===== config.mk =====
export PLATFORM = sky130hd
export DESIGN_NAME = mdu_iter
export DESIGN_NICKNAME = d
export VERILOG_FILES = /design/src/rtl/mdu_pkg.sv /design/src/rtl/mdu_div_iter.sv /design/src/rtl/mdu_iter.sv
export SDC_FILE = /design/constraint.sdc
export NUM_CORES = 2
export LEC_CHECK = 0
export ABC_AREA = 0
export CAP_MARGIN = 20
export CORE_MARGIN = 8
export CORE_UTILIZATION = 58
export DETAILED_ROUTE_END_ITERATION = 7
export GPL_ROUTABILITY_DRIVEN = 1
export PLACE_DENSITY = 0.77
export SYNTH_ARGS = -nofsm -noshare
export SYNTH_HDL_FRONTEND = slang
export SYNTH_SLANG_ARGS = --single-unit

===== constraint.sdc =====
create_clock -name clk -period 10.8 [get_ports clk]
set_input_delay 1.08 -clock clk [delete_from_list [all_inputs] [get_ports clk]]
set_output_delay 1.08 -clock clk [all_outputs]
set_load 0.1 [all_outputs]

===== src/rtl/mdu_pkg.sv =====
// rtl/mdu_pkg.sv - shared MDU types, default sizing and op decode helpers
package mdu_pkg;
  localparam int MDU_WIDTH_DEF   = 32;
  localparam int MDU_MUL_LAT_DEF = 2;

  typedef enum logic [2:0] {
    OP_MULT, OP_MULTU, OP_MADD, OP_MADDU, OP_MSUB, OP_MSUBU, OP_DIV, OP_DIVU
  } mdu_op_t;

  typedef enum logic [1:0] {S_IDLE, S_MUL, S_DIV, S_DONE} mdu_state_t;

  typedef enum logic [1:0] {D_IDLE, D_SETUP, D_ITER, D_FIX} div_phase_t;

  // Anything not recognised below decodes as a plain unsigned multiply.
  function automatic logic op_is_div(mdu_op_t op);
    return (op == OP_DIV) || (op == OP_DIVU);
  endfunction

  function automatic logic op_mul_signed(mdu_op_t op);
    return (op == OP_MULT) || (op == OP_MADD) || (op == OP_MSUB);
  endfunction

  function automatic logic op_mul_add(mdu_op_t op);
    return (op == OP_MADD) || (op == OP_MADDU);
  endfunction

  function automatic logic op_mul_sub(mdu_op_t op);
    return (op == OP_MSUB) || (op == OP_MSUBU);
  endfunction
endpackage


===== src/rtl/mdu_div_iter.sv =====
// rtl/mdu_div_iter.sv - restoring radix-2 divider, one quotient bit per cycle
module mdu_div_iter
  import mdu_pkg::*;
#(
  parameter int WIDTH = MDU_WIDTH_DEF
) (
  input  logic             clk,
  input  logic             rst,
  input  logic             start,
  input  logic [WIDTH-1:0] a,
  input  logic [WIDTH-1:0] b,
  input  logic             is_signed,
  output logic             done,
  output logic [WIDTH-1:0] quotient,
  output logic [WIDTH-1:0] remainder,
  output logic             div_zero
);
  localparam int CW = $clog2(WIDTH) + 1;

  div_phase_t       phase, phase_nxt;
  logic [WIDTH-1:0] a_q, b_q, dvs_q, quo_q, rem_q;
  logic             sgn_q, neg_quo_q, neg_rem_q, dz_q;
  logic [CW-1:0]    cnt_q;

  logic [WIDTH:0]   shifted;
  logic [WIDTH-1:0] diff;
  logic             trial_neg;

  // The dividend is shifted out of quo_q while quotient bits shift in.
  assign shifted   = {rem_q, quo_q[WIDTH-1]};
  assign trial_neg = shifted < {1'b0, dvs_q};
  assign diff      = shifted[WIDTH-1:0] - dvs_q;

  always_ff @(posedge clk) begin
    if (rst) phase <= D_IDLE;
    else     phase <= phase_nxt;
  end

  always_comb begin
    phase_nxt = phase;
    case (phase)
      D_IDLE:  if (start) phase_nxt = D_SETUP;
      D_SETUP: phase_nxt = (b_q == '0) ? D_FIX : D_ITER;
      D_ITER:  if (cnt_q == CW'(1)) phase_nxt = D_FIX;
      default: phase_nxt = D_IDLE;
    endcase
  end

  always_ff @(posedge clk) begin
    if (rst) begin
      a_q       <= '0;
      b_q       <= '0;
      dvs_q     <= '0;
      quo_q     <= '0;
      rem_q     <= '0;
      cnt_q     <= '0;
      sgn_q     <= 1'b0;
      neg_quo_q <= 1'b0;
      neg_rem_q <= 1'b0;
      dz_q      <= 1'b0;
    end else begin
      case (phase)
        D_IDLE: if (start) begin
          a_q   <= a;
          b_q   <= b;
          sgn_q <= is_signed;
        end
        D_SETUP: begin
          quo_q     <= (sgn_q && a_q[WIDTH-1]) ? -a_q : a_q;
          dvs_q     <= (sgn_q && b_q[WIDTH-1]) ? -b_q : b_q;
          rem_q     <= '0;
          cnt_q     <= CW'(WIDTH);
          neg_quo_q <= sgn_q && (a_q[WIDTH-1] ^ b_q[WIDTH-1]);
          neg_rem_q <= sgn_q && a_q[WIDTH-1];
          dz_q      <= (b_q == '0);
        end
        D_ITER: begin
          rem_q <= trial_neg ? shifted[WIDTH-1:0] : diff;
          quo_q <= {quo_q[WIDTH-2:0], ~trial_neg};
          cnt_q <= cnt_q - CW'(1);
        end
        default: ;
      endcase
    end
  end

  // Sign fix-up happens combinationally during the FIX cycle.
  always_comb begin
    done      = (phase == D_FIX);
    div_zero  = dz_q;
    quotient  = dz_q ? '1  : (neg_quo_q ? -quo_q : quo_q);
    remainder = dz_q ? a_q : (neg_rem_q ? -rem_q : rem_q);
  end
endmodule


===== src/rtl/mdu_iter.sv =====
// rtl/mdu_iter.sv - multiply/divide unit: pipelined multiplier, iterative divider
module mdu_iter
  import mdu_pkg::*;
#(
  parameter int WIDTH   = MDU_WIDTH_DEF,
  parameter int MUL_LAT = MDU_MUL_LAT_DEF
) (
  input  logic             clk,
  input  logic             rst,
  input  logic             flush,
  input  logic             in_valid,
  output logic             in_ready,
  input  mdu_op_t          op,
  input  logic [WIDTH-1:0] a,
  input  logic [WIDTH-1:0] b,
  input  logic [WIDTH-1:0] hi_in,
  input  logic [WIDTH-1:0] lo_in,
  output logic             out_valid,
  input  logic             out_ready,
  output logic [WIDTH-1:0] hi,
  output logic [WIDTH-1:0] lo,
  output logic             div_zero
);
  localparam int PW = 2 * WIDTH;

  mdu_state_t       state, state_nxt;
  logic             accept, accept_div;
  mdu_op_t          op_q;
  logic [WIDTH-1:0] a_q, b_q, abs_a, abs_b;
  logic [PW-1:0]    acc_q, prod_mag, prod, mul_res;
  logic             mul_neg, mul_start, mul_last;
  logic [MUL_LAT-1:0] pipe_vld;
  logic [PW-1:0]    pipe_data [MUL_LAT];
  logic             div_done, div_dz;
  logic [WIDTH-1:0] div_quo, div_rem;

  assign accept     = in_valid && (state == S_IDLE) && !flush;
  assign accept_div = accept && op_is_div(op);

  always_ff @(posedge clk) begin
    if (rst) state <= S_IDLE;
    else     state <= state_nxt;
  end

  always_comb begin
    state_nxt = state;
    if (flush) begin
      state_nxt = S_IDLE;
    end else begin
      case (state)
        S_IDLE:  if (accept) state_nxt = op_is_div(op) ? S_DIV : S_MUL;
        S_MUL:   if (mul_last) state_nxt = S_DONE;
        S_DIV:   if (div_done) state_nxt = S_DONE;
        S_DONE:  if (out_ready) state_nxt = S_IDLE;
        default: state_nxt = S_IDLE;
      endcase
    end
  end

  always_comb begin
    in_ready  = (state == S_IDLE);
    out_valid = (state == S_DONE);
  end

  always_ff @(posedge clk) begin
    if (rst) begin
      op_q  <= OP_MULTU;
      a_q   <= '0;
      b_q   <= '0;
      acc_q <= '0;
    end else if (accept) begin
      op_q  <= op;
      a_q   <= a;
      b_q   <= b;
      acc_q <= {hi_in, lo_in};
    end
  end

  // Sign-magnitude multiply on the latched operands feeds the first stage.
  assign mul_neg  = op_mul_signed(op_q) && (a_q[WIDTH-1] ^ b_q[WIDTH-1]);
  assign abs_a    = (op_mul_signed(op_q) && a_q[WIDTH-1]) ? -a_q : a_q;
  assign abs_b    = (op_mul_signed(op_q) && b_q[WIDTH-1]) ? -b_q : b_q;
  assign prod_mag = {{WIDTH{1'b0}}, abs_a} * {{WIDTH{1'b0}}, abs_b};
  assign prod     = mul_neg ? -prod_mag : prod_mag;
  assign mul_last = pipe_vld[MUL_LAT-1];

  always_ff @(posedge clk) begin
    if (rst || flush) begin
      mul_start <= 1'b0;
      pipe_vld  <= '0;
    end else begin
      mul_start   <= accept && !op_is_div(op);
      pipe_vld[0] <= mul_start;
      for (int i = 1; i < MUL_LAT; i++) pipe_vld[i] <= pipe_vld[i-1];
    end
  end

  always_ff @(posedge clk) begin
    pipe_data[0] <= prod;
    for (int i = 1; i < MUL_LAT; i++) pipe_data[i] <= pipe_data[i-1];
  end

  always_comb begin
    mul_res = pipe_data[MUL_LAT-1];
    if (op_mul_add(op_q))      mul_res = acc_q + pipe_data[MUL_LAT-1];
    else if (op_mul_sub(op_q)) mul_res = acc_q - pipe_data[MUL_LAT-1];
  end

  // Flush doubles as a divider reset so an aborted division leaves no state.
  mdu_div_iter #(.WIDTH(WIDTH)) u_div (
    .clk       (clk),
    .rst       (rst || flush),
    .start     (accept_div),
    .a         (a),
    .b         (b),
    .is_signed (op == OP_DIV),
    .done      (div_done),
    .quotient  (div_quo),
    .remainder (div_rem),
    .div_zero  (div_dz)
  );

  always_ff @(posedge clk) begin
    if (rst) begin
      hi       <= '0;
      lo       <= '0;
      div_zero <= 1'b0;
    end else if (!flush) begin
      if (state == S_MUL && mul_last) begin
        {hi, lo} <= mul_res;
        div_zero <= 1'b0;
      end else if (state == S_DIV && div_done) begin
        hi       <= div_rem;
        lo       <= div_quo;
        div_zero <= div_dz;
      end
    end
  end
endmodule


==> out/summary.txt <==
routing usage on met2: 63.4%
Critical Path Fanout Max: 13
delay-heaviest family, CP: adder cells
max reg flops: 128
Setup Crit Path Kind: reg -> reg
Root Buffer: clkbuf_16
Die H: 351 µm
antenna violations before repair: 13
worst path arrival time: 11010 ps
Worst-Skew Late Latency: 620 ps
Most used DFF post-synth: dfxtp_1
post-synthesis mux area share: 0.778%
adder-cell share of the synthesized area: 36.1%
simple-gate share of the synthesized area: 17.5%
Worst Hold Class: reg -> reg
port bufs: 202
worst setup margin: 276 ps
Mapped Nets: 9617
First-pass DRT Iterations: 8
# rows: 123
Pleak: 31.9 nW
Worst Clk Skew: 33.4 ps
Max rail drop VDD: 121 µV
Clock Sinks: 501
clock buffer depth: 3
fin crit period: 10520 ps
Die ar.: 123000 µm²
total gr overflow: 0
PwrDens: 99.9 nW/µm²
CTS tree: built
CP most frequent cell: fa_1
final antenna-violating net count: 0
gr busiest metal: met2
GR Util met1: 49.5%
WL per Instance: 25.6 µm
main area contributors after synthesis: fa_1 (28%), dfxtp_1 (15%), ha_1 (8.4%)
slowest CP cell: fa_1
Final Util: 64.5%
Post-DP Area: 70000 µm²
via count: 60.5k
Rel. slew slack: 23.9%
number of flops mapped to enable cells by yosys: 0
# setup viols final: 0
most common cell in the netlist: nand2_1
CP startpoint kind: flip-flop
met3 usage in global routing: 7.97%
first-iteration detailed-routing DRC count: 6654
Fmax achieved: 0.0950 GHz
post-DP HPWL: 204000 µm
Global Route Usage Sum: 39.9%
Power Total: 0.00721 W
syn avg cell area: 7.98 µm²
area fraction of the dominant cell type after synthesis: 27.7%
synth warn: 0
post-route cell area: 72200 µm²
Seq/Total Area, Yosys: 15.4%
largest family of logic cells by synthesized area: adder cells
non-filler instance count after layout: 9844
Largest Register: pipe_data
nets@finish: 9766
Worst Tran Pin Value: 1130 ps
largest net degree at the start of global routing: 92
vias in the first global route: 59.6k
H-tree levels: 2
DRC viols: 1
largest area contributor in the netlist: fa_1
CP bufs+invs: 5
# IOs: 203
crit share post-route: 97.4%
Post-Syn Area: 65000 µm²
Max Cap Violations: 0
biggest regs: pipe_data x128, acc_q x64
Final Slew Violations: 0
failing checks: DRC
P&R area growth vs syn: 11.0%
first-pass GRT wire length: 372000 µm
initial core utilization: 58.1%
vias per cell: 6.15
Critical Path RT: 11290 ps
Reg clk slew, reported paths: 70 ps
Core Region: 112000 µm²
Compound-Gate Fraction of Synth Area: 15.0%
post-synth cell types: 93
XOR/XNOR share of the synthesized area: 6.22%
Inst Count DP: 9730
Place WS: 11.2 ps
run status: finished, violations left
layout cells sized above 1: 6.36%
Chip Width: 351 µm
CP max stage delay: 570 ps
global placement routability congestion: 1.05
CP endpoint kind: flip-flop
top post-synthesis cells by count: nand2_1 (1171), inv_1 (1116), nor2_1 (957), fa_1 (899), a21oi_1 (627)
Mapped Cells: 8144
final hold vios: 0
Post-Route WL: 252000 µm
synthesized flop and latch total: 501
Post-synth ARST share: 0%
total CTS buffers: 50
## kinds of logic after synthesis
logic type / count (synthesis)
xor gates and xnor gates: 462
DFF: 501
buffers and inverters: 1551
AOI/OAI and AO/OA: 1572
and+or+nand+nor: 2671
muxes: 50
adders and majority gates: 1337
## timing repair
item / in CTS / in global routing
buffers inserted: 0 / 5
cloned: 0 / 1
endpoints found under the hold margin: 0 / 0
gates resized for setup: 1 / 39
setup endpoints to repair: 4 / 29
pin swaps: 0 / 2
hold buffers: 0 / 0
## routing by layer
| layer | routed length (µm) | vias to the layer above |
|---|---|---|
| li1 | - | 26600 |
| met1 | 92700 | 29800 |
| met2 | 112000 | 3294 |
| met3 | 25200 | 858 |
| met4 | 21400 | 4 |
| met5 | 27 | - |
## power by group
group / internal (W) / total [W] / switching (W)
Sequential: 0.00199 / 0.00216 / 0.000168
Clock: 0.00113 / 0.00195 / 0.000819
Combinational: 0.00109 / 0.00310 / 0.00202
## area by class of cell
type	count	area, µm²
Multi-Input combinational cell	6092	49600
Fill cell	9717	39700
Sequential cell	501	10000
Timing Repair Buffer	525	4600
Inverter	1123	4220
Tap cell	1500	1880
Clock buffer	63	1380
Clock inverter	27	418
Antenna cell	13	32.5
## through the flow
| step | setup TNS [ps] | hold WS [ps] |
|---|---|---|
| floorplan | 0 | 310 |
| global placement | 0 | 310 |
| detailed placement | 0 | 312 |
| CTS | 0 | 324 |
| global route | -301 | 329 |
| finish | 0 | 322 |
## worst register-to-register path, delay by kind of cell, from the launching register on
kind            cells  cell delay (ps)
fa+ha+maj           9             4400
flops               1              380
compound gates      8             2100
xor+xnor            2              410
simple gates        9             2370
buf+inv             5              710
## placed cells by master, fill, tap and decap left out, drive strengths merged, types with 102 or more instances in the layout
cell and n:
nand2 1171, inv 1120, nor2 958, fa 899, a21oi 629, dfxtp 501
ha 438, buf 323, o21ai 319, xnor2 299, clkdlybuf4s50 201, xor2 163
nor3 102
## path summary, 6_finish.rpt
check                   start                to  slack, ps  cells after the start
max reg2reg            a_q[4]  pipe_data[0][63]        280                     33
min          pipe_data[0][33]  pipe_data[0][97]        320                      0
max                    a_q[4]  pipe_data[0][63]        280                     33
min reg2reg  pipe_data[0][33]  pipe_data[0][97]        320                      0
Power figures use the tool's default switching activity.
